--- config.mk ---
export PLATFORM = sky130hd
export DESIGN_NAME = ex_muldiv_sequencer
export DESIGN_NICKNAME = d
export VERILOG_FILES = /design/src/rtl/rv32i_types.sv /design/src/rtl/muldiv_signfix.sv /design/src/rtl/ex_muldiv_sequencer.sv
export SDC_FILE = /design/constraint.sdc
export NUM_CORES = 1
export LEC_CHECK = 0
export ABC_CLOCK_PERIOD_IN_PS = 9200
export BUFFER_PORTS_ARGS = -buffer_cell sky130_fd_sc_hd__buf_2
export CORE_MARGIN = 5
export CORE_UTILIZATION = 45
export DETAILED_ROUTE_END_ITERATION = 10
export PLACE_DENSITY = 0.68
export SLEW_MARGIN = 10
export SYNTH_ARGS = -nofsm -noshare
export SYNTH_HDL_FRONTEND = slang
export SYNTH_SLANG_ARGS = --single-unit
--- constraint.sdc ---
create_clock -name clk -period 9.2 [get_ports clk]
set_clock_uncertainty 0.15 [all_clocks]
set_input_delay 0 -clock clk [delete_from_list [all_inputs] [get_ports clk]]
set_output_delay 0 -clock clk [all_outputs]
set_load 0.05 [all_outputs]
--- src/rtl/rv32i_types.sv ---
// Shared RV32I pipeline types: M-extension funct3 encodings,
// iteration count, and the decoded control word.
package rv32i_types;

    localparam int MULDIV_ITERS = 32;

    typedef enum logic [2:0] {
        F3_MUL    = 3'd0,
        F3_MULH   = 3'd1,
        F3_MULHSU = 3'd2,
        F3_MULHU  = 3'd3,
        F3_DIV    = 3'd4,
        F3_DIVU   = 3'd5,
        F3_REM    = 3'd6,
        F3_REMU   = 3'd7
    } muldiv_funct3_t;

    typedef struct packed {
        logic reg_we;
        logic mem_rd;
        logic mem_wr;
        logic alu_src;
        logic muldiv_en;
    } ctrl_word_t;

endpackage

--- src/rtl/muldiv_signfix.sv ---
// Two-lane conditional two's-complement negation.
// Ports: x/y values in, neg_x/neg_y negate enables, fx/fy results out.
module muldiv_signfix #(
    parameter int WX = 32,
    parameter int WY = 32
) (
    input  logic [WX-1:0] x,
    input  logic          neg_x,
    input  logic [WY-1:0] y,
    input  logic          neg_y,
    output logic [WX-1:0] fx,
    output logic [WY-1:0] fy
);

    assign fx = neg_x ? -x : x;
    assign fy = neg_y ? -y : y;

endmodule

--- src/rtl/ex_muldiv_sequencer.sv ---
// Iterative RV32M multiply/divide sequencer beside the EX ALU.
// Ports: start_i/funct3_i/a_i/b_i op in, flush_i kill, stall_o, done_o, result_o.
module ex_muldiv_sequencer
    import rv32i_types::*;
#(
    parameter int WIDTH = MULDIV_ITERS
) (
    input  logic             clk,
    input  logic             rst,
    input  logic             start_i,
    input  logic [2:0]       funct3_i,
    input  logic [WIDTH-1:0] a_i,
    input  logic [WIDTH-1:0] b_i,
    input  logic             flush_i,
    output logic             stall_o,
    output logic             done_o,
    output logic [WIDTH-1:0] result_o
);

    localparam int CW = $clog2(WIDTH) + 1;

    typedef enum logic [2:0] {IDLE, MUL, DIV, FIX, DONE} state_t;

    state_t             state_q, state_d;
    logic [CW-1:0]      cnt_q, cnt_d;
    // MUL: {partial hi, multiplier}; DIV: {remainder, quotient}
    logic [2*WIDTH-1:0] acc_q, acc_d;
    logic [WIDTH-1:0]   b_q, b_d;
    logic [2:0]         f3_q, f3_d;
    logic               nq_q, nq_d;
    logic               nr_q, nr_d;
    logic [WIDTH-1:0]   res_q, res_d;

    logic             a_sgn, b_sgn, a_neg, b_neg;
    logic [WIDTH-1:0] a_mag, b_mag;

    always_comb begin
        a_sgn = 1'b0;
        b_sgn = 1'b0;
        unique case (muldiv_funct3_t'(funct3_i))
            F3_MULH, F3_DIV, F3_REM: begin
                a_sgn = 1'b1;
                b_sgn = 1'b1;
            end
            F3_MULHSU: a_sgn = 1'b1;
            default: ;
        endcase
    end

    assign a_neg = a_sgn & a_i[WIDTH-1];
    assign b_neg = b_sgn & b_i[WIDTH-1];

    muldiv_signfix #(.WX(WIDTH), .WY(WIDTH)) u_opfix (
        .x     (a_i),
        .neg_x (a_neg),
        .y     (b_i),
        .neg_y (b_neg),
        .fx    (a_mag),
        .fy    (b_mag)
    );

    logic [2*WIDTH-1:0] fix_x, fx;
    logic [WIDTH-1:0]   fy, sel;

    // Product negation spans the full double word (MULHSU high word).
    assign fix_x = f3_q[2] ? {{WIDTH{1'b0}}, acc_q[WIDTH-1:0]} : acc_q;

    muldiv_signfix #(.WX(2*WIDTH), .WY(WIDTH)) u_resfix (
        .x     (fix_x),
        .neg_x (nq_q),
        .y     (acc_q[2*WIDTH-1:WIDTH]),
        .neg_y (nr_q),
        .fx    (fx),
        .fy    (fy)
    );

    always_comb begin
        sel = fy;
        unique case (muldiv_funct3_t'(f3_q))
            F3_MUL:                       sel = fx[WIDTH-1:0];
            F3_MULH, F3_MULHSU, F3_MULHU: sel = fx[2*WIDTH-1:WIDTH];
            F3_DIV, F3_DIVU:              sel = fx[WIDTH-1:0];
            default:                      sel = fy;
        endcase
    end

    logic [WIDTH:0]     mul_sum, rem_sh, diff;
    logic [2*WIDTH-1:0] mul_nxt, div_nxt;
    logic               last, ovf;

    assign mul_sum = {1'b0, acc_q[2*WIDTH-1:WIDTH]}
                   + (acc_q[0] ? {1'b0, b_q} : '0);
    assign mul_nxt = {mul_sum, acc_q[WIDTH-1:1]};
    assign rem_sh  = {acc_q[2*WIDTH-1:WIDTH], acc_q[WIDTH-1]};
    assign diff    = rem_sh - {1'b0, b_q};
    assign div_nxt = diff[WIDTH]
                   ? {rem_sh[WIDTH-1:0], acc_q[WIDTH-2:0], 1'b0}
                   : {diff[WIDTH-1:0], acc_q[WIDTH-2:0], 1'b1};
    assign last    = (cnt_q == CW'(WIDTH - 1));
    assign ovf     = a_sgn && (a_i == {1'b1, {(WIDTH-1){1'b0}}})
                   && (b_i == '1);

    always_comb begin
        state_d = state_q;
        cnt_d   = cnt_q;
        acc_d   = acc_q;
        b_d     = b_q;
        f3_d    = f3_q;
        nq_d    = nq_q;
        nr_d    = nr_q;
        res_d   = res_q;
        if (flush_i) begin
            state_d = IDLE;
        end else begin
            unique case (state_q)
                IDLE: if (start_i) begin
                    f3_d  = funct3_i;
                    b_d   = b_mag;
                    nq_d  = a_neg ^ b_neg;
                    nr_d  = a_neg;
                    cnt_d = '0;
                    acc_d = {{WIDTH{1'b0}}, a_mag};
                    if (!funct3_i[2]) begin
                        state_d = MUL;
                    end else if (b_i == '0) begin
                        res_d   = funct3_i[1] ? a_i : '1;
                        state_d = DONE;
                    end else if (ovf) begin
                        res_d   = funct3_i[1] ? '0 : a_i;
                        state_d = DONE;
                    end else begin
                        state_d = DIV;
                    end
                end
                MUL: begin
                    acc_d = mul_nxt;
                    cnt_d = cnt_q + 1'b1;
                    if (last) state_d = FIX;
                end
                DIV: begin
                    acc_d = div_nxt;
                    cnt_d = cnt_q + 1'b1;
                    if (last) state_d = FIX;
                end
                FIX: begin
                    res_d   = sel;
                    state_d = DONE;
                end
                DONE:    state_d = IDLE;
                default: state_d = IDLE;
            endcase
        end
    end

    always_ff @(posedge clk or negedge rst) begin
        if (!rst) begin
            state_q <= IDLE;
            cnt_q   <= '0;
            acc_q   <= '0;
            b_q     <= '0;
            f3_q    <= '0;
            nq_q    <= 1'b0;
            nr_q    <= 1'b0;
            res_q   <= '0;
        end else begin
            state_q <= state_d;
            cnt_q   <= cnt_d;
            acc_q   <= acc_d;
            b_q     <= b_d;
            f3_q    <= f3_d;
            nq_q    <= nq_d;
            nr_q    <= nr_d;
            res_q   <= res_d;
        end
    end

    // Reset gates stall so the pipeline is released while rst is held.
    assign stall_o  = rst & (((state_q == IDLE) & start_i & ~flush_i)
                    | (state_q == MUL) | (state_q == DIV)
                    | (state_q == FIX));
    assign done_o   = (state_q == DONE);
    assign result_o = res_q;

endmodule

# Yosys cells after proc, flatten, opt, wreduce, memory -nomap -nowiden
# Index checks and enable logic that the tools add are counted.
[word_totals]
word_cells = 92
input_bits = 71
out_inout_bits = 34
regBits = 142
[classes]
reduce_logical = 18
addsub = 7
muxes = 28
n_bitwise = 10
eq_ne = 21
[op_table]
columns = ["operator", "count"]
rows = [
  ["two-way mux 32 bit", 10],
  ["two-way mux 64 bit", 4],
  ["one-hot mux 64 bit (3 select lines)", 1],
  ["one-hot mux 32 bit (2 select lines)", 2],
  ["negation 32 bit", 3],
  ["equality test 32 bit (second input constant)", 2],
  ["negation 64 bit", 1],
  ["adder 32 x 32 -> 33 bit", 1],
  ["subtractor 33 x 32 -> 33 bit", 1],
  ["logical NOT 32 bit", 1],
  ["two-way mux 3 bit", 6],
  ["equality test 3 x 2 -> 1 bit (second input constant)", 5],
  ["equality test 3 bit (second input constant)", 5],
  ["one-hot mux 6 bit (2 select lines)", 1],
  ["equality test 3 x 1 -> 1 bit (second input constant)", 3],
  ["one-hot mux 3 bit (3 select lines)", 1],
  ["AND reduction 3 bit", 3],
  ["OR reduction 3 bit", 3],
  ["adder 6 x 1 -> 6 bit (second input constant)", 1],
  ["equality test 6 x 5 -> 1 bit (second input constant)", 1],
  ["logical NOT 3 bit", 2],
  ["two-way mux 6 bit", 1],
  ["!= test 3 bit (second input constant)", 2],
  ["AND 1 bit", 5],
  ["other kinds (13)", 19],
]

# Longest topological paths before layout
[depth]
depth_word = 11
mapped_depth = 15
depth_no_buf = 13

# Modules after synthesis
# From an unflattened synthesis, not the netlist that was laid out.
[hier_totals]
hier_cells = 2076
hier_area_um2 = 15601.2
[modules_own_cells]
columns = ["module", "cells_each", "seq_area_each_um2", "area_each_um2", "n_inst"]
rows = [
  ["ex_muldiv_sequencer", 1571, 3553.4, 12045.3, 1],
  ["muldiv_signfix (u_resfix)", 318, 0.0, 2232.1, 1],
  ["muldiv_signfix (u_opfix)", 187, 0.0, 1323.8, 1],
]

# Least setup slack after synthesis
# OpenSTA, ideal clock, no wires.
[synth_path]
path_type = "flip-flop to flip-flop"
start = "reg acc_q[32]"
end = "reg acc_q[34]"
t_arrival_ns = 3.109
path_buffers = 3
stages_incl_launch_ff = 14
period_less_slack_ns = 3.391
slack_ns = 5.809
setup_ns = 0.133
t_required_ns = 8.917
cell_sequence = "dfrtp_1 > buf_2 > inv_1 > fa_1 > nor2b_1 > o31ai_1 > a211o_1 > a21bo_2 > a21o_1 > nor2_1 > clkbuf_1 > buf_2 > mux2i_1 > o22ai_1"
[synth_between]
elab_chain_cells = 3
elab_cells_between_ends = 4
cone_classes = "add/sub: 2; mux: 2"
[synth_lines]
columns = ["element", "line", "rtl"]
rows = [
  ["from (decl)", "ex_muldiv_sequencer.sv:27", "logic [2*WIDTH-1:0] acc_q, acc_d;"],
  ["from (signal assigned)", "ex_muldiv_sequencer.sv:159", "acc_q <= '0;"],
  ["from (signal assigned)", "ex_muldiv_sequencer.sv:168", "acc_q <= acc_d;"],
  ["subtractor 33 x 32 -> 33 bit", "ex_muldiv_sequencer.sv:95", "assign diff = rem_sh - {1'b0, b_q};"],
  ["two-way mux 64 bit", "ex_muldiv_sequencer.sv:97", "? {rem_sh[WIDTH-1:0], acc_q[WIDTH-2:0], 1'b0}"],
  ["one-hot mux 64 bit (3 select lines) *", "ex_muldiv_sequencer.sv:115", "unique case (state_q)"],
]
# Mark *: on every way between the ends. The rest lies on a longest branch, timed or not.
# A chain may end at the register's enable or synchronous reset.

# Worst setup path after layout
[layout_path]
start = "reg acc_q[0]"
end = "reg acc_q[62]"
[layout_between]
elab_chain_cells = 3
[layout_lines]
columns = ["element", "line", "rtl"]
rows = [
  ["two-way mux 32 bit", "ex_muldiv_sequencer.sv:92", "+ (acc_q[0] ? {1'b0, b_q} : '0);"],
  ["adder 32 x 32 -> 33 bit", "ex_muldiv_sequencer.sv:92", ""],
  ["one-hot mux 64 bit (3 select lines)", "ex_muldiv_sequencer.sv:115", ""],
]
# No other way between the ends.

==> out/metrics.cfg <==
[floorplanning]
die_w_um = 192
core_um2 = 32500
dieHeight_um = 192
die_area_um2 = 36700
rows = 66
initial_utilization_pct = 45.6
io_pins = 105

[yosys]
syn_area_um2 = 14800
synthXorXnorAreaFrac_pct = 10.3
synth.area.mux_share_pct = 2.20
syn_nets = 2144
synthFlopType = dfrtp_1
yosysWarnings = 0
seq_area_frac_synth_pct = 24.0
synthCells = 2001
synth-seq-cells = 142
synthArstFlopShare_pct = 100
synth_top_family_by_area = compound AO/OA/AOI/OAI gates
synth-compound-area-share_pct = 29.9
synthDistinctLibCells = 85
synth_fa_ha_area_share_pct = 6.58
synthSimpleGateAreaFrac_pct = 21.6
synth_area_per_cell_um2 = 7.41
synth_edf_count = 0

[global_routing]
overflow = 0
grt_pass1_wl_mm = 89.9
grt_max_degree = 93
track_usage_pct = 31.1
antenna_found_initial = 2
grt_pass1_vias = 15900

[timing]
rsz0062_at_grt = false
setup-tns-final_ns = 0
worst_slack_ns = 4.70
fmax_mhz = 222
fin_crit_ns = 4.50
hold_viol_final = 0
fin_crit_sh_pct = 48.9
maxSlewHeadroom_pct = 15.5
setup_viol = 0
tightest_slew_ns = 1.24
slew_violations = 0

[placement]
place_congestion = 1.01
place_hpwl_mm = 42.1
post-place-ws_ns = 4.79
portBuffers = 104
dp_cells = 2427

[setup_path]
required_ns = 9.41
criticalPathCategory = reg -> reg
r2r_end = acc_q[62]$_DFFE_PN0P_
cp.arrival_ns = 4.71
r2r_cells = 12
r2r_setup_slack_ns = 4.70
crit_path_start_kind = flop
r2r-start = acc_q[0]$_DFFE_PN0P_
cp-end-kind = flop
cp_max_fo = 32

[final_layout]
final_cells = 2545
nNetsFinal = 2234
layout_common_cells = o21ai_0, nand2_1, nor2_1
area_delta_synth_final_pct = 14.9
post-route-util_pct = 52.4
mostFrequentLayoutCell = o21ai_0
drive_above_1_share_pct = 9.37
multi_input_area_um2 = 10500
final.fill_count = 3169
seq_area_um2 = 3550

[cts]
clkLatencyLatePin_ns = 0.46
cts.clk_slew.worst_paths_ns = 0.07
htreeDepth = 4
cts_root_buffer = clkbuf_16
cts_tree = built
cts_buffer_depth = 2
cts_resized = 0
numCtsBuffers = 17
clock_sink_count = 142

[routing]
wl_per_cell_um = 22.7
drt_iter0_drc = 1800
postRouteAntennaNets = 0
firstDrtPassIters = 9
vias_per_cell = 6.43
vias = 16400
drc = 0
drt-total-wl_mm = 57.9

[job]
max_cap_violations = 0

[hold_path]
holdPathStages = 4
min_from = funct3_i[1]
worstHoldPathType = in -> reg
holdPathEnd = result_o[22]$_DFFE_PN0P_

[power]
p_per_area_nw_per_um2 = 283
p_leak_nw = 7.02
irDropWorstVdd_mv = 0.164
total_power_mw = 4.82

[status]
status = finished clean

through the flow:
step                instance area, µm²  hold slack (ns)
global placement                 15600          0.00187
detailed placement               15600           0.0102
CTS                              17000          0.00735
finish                           17000           0.0402
global route                     17000           0.0391
floorplan                        14800           -0.446
registers in the layout (all words and copies together), names as in the netlist:
| signal | cells |
|---|---|
| nq_q | 1 |
| result_o | 32 |
| cnt_q | 6 |
| f3_q | 3 |
| b_q | 32 |
| acc_q | 64 |
| state_q | 3 |
| nr_q | 1 |
worst max-delay path by stage:
stage	depth (start not counted)	end	slack, ns	startpoint
2_1_floorplan	13	acc_q[34]$_DFFE_PN0P_	5.81	acc_q[32]$_DFFE_PN0P_
3_3_place_gp	10	acc_q[41]$_DFFE_PN0P_	4.87	acc_q[58]$_DFFE_PN0P_
3_5_place_dp	10	acc_q[41]$_DFFE_PN0P_	4.79	acc_q[58]$_DFFE_PN0P_
4_1_cts	10	acc_q[41]$_DFFE_PN0P_	4.77	acc_q[58]$_DFFE_PN0P_
5_1_grt	12	acc_q[62]$_DFFE_PN0P_	4.34	acc_q[0]$_DFFE_PN0P_
6_report	12	acc_q[62]$_DFFE_PN0P_	4.70	acc_q[0]$_DFFE_PN0P_
layout make-up:
class | count | area share [%]
tap | 442 | 3.25
sequential | 142 | 20.9
clock inverter | 7 | 0.661
antenna | 1 | 0.0147
inverter | 68 | 1.50
clock buffer | 23 | 2.75
multi-input combinational | 1645 | 61.6
timing repair buffer | 217 | 9.35
critical path, stage by stage, from the launching register on:
cell      delay (ns)
dfrtp_1         0.45
inv_1           0.82
nor2_1          0.13
ha_1            0.40
o21ai_0         0.15
o211ai_1        0.38
nand3_1         0.21
a31oi_1         0.35
a31oi_1         0.23
a211oi_1        0.58
a211oi_1        0.19
xor2_1          0.17
o211ai_1        0.18
cells by family (layout without fill, tap and decap cells):
logic type | count (synthesis) | in the layout
other | 0 | 1
adders and majority gates | 78 | 78
AOI/OAI and AO/OA | 695 | 695
DFF | 142 | 142
muxes | 32 | 32
xor gates and xnor gates | 174 | 174
and+or+nand+nor | 666 | 666
buffers and inverters | 214 | 315
where the power goes:
part           internal, mW  total (mW)  switching (mW)  leakage (nW)
Combinational          1.10        2.91            1.81          4.94
Clock                 0.436       0.723           0.287         0.283
Sequential            0.803        1.19           0.383          1.80
per-layer routing:
layer  part of all wire [%]  global-route usage, %
met2                     45                   49.7
met5                      0                      0
met4                    6.1                   17.3
met3                    8.9                   5.48
met1                     40                   39.9
synthesized netlist by cell type (25+ instances only):
cell type | count | share of area (%)
a211oi_1 | 25 | 1.3
a21o_1 | 29 | 1.5
a21oi_1 | 159 | 5.4
a222oi_1 | 30 | 2.0
clkbuf_1 | 129 | 3.3
dfrtp_1 | 142 | 24
ha_1 | 70 | 5.9
inv_1 | 67 | 1.7
mux2i_1 | 27 | 1.8
nand2_1 | 217 | 5.5
nand3_1 | 44 | 1.5
nor2_1 | 181 | 4.6
nor3_1 | 64 | 2.2
nor4_1 | 29 | 1.2
o21ai_0 | 230 | 7.8
o31ai_1 | 37 | 1.9
xnor2_1 | 84 | 5.0
xor2_1 | 90 | 5.3
timing repair:
item / CTS / global route
hold endpoints to repair: 184 / 0
setup buffers: 0 / 0
hold buffers: 87 / 0
(Power assumes the default switching activity.)
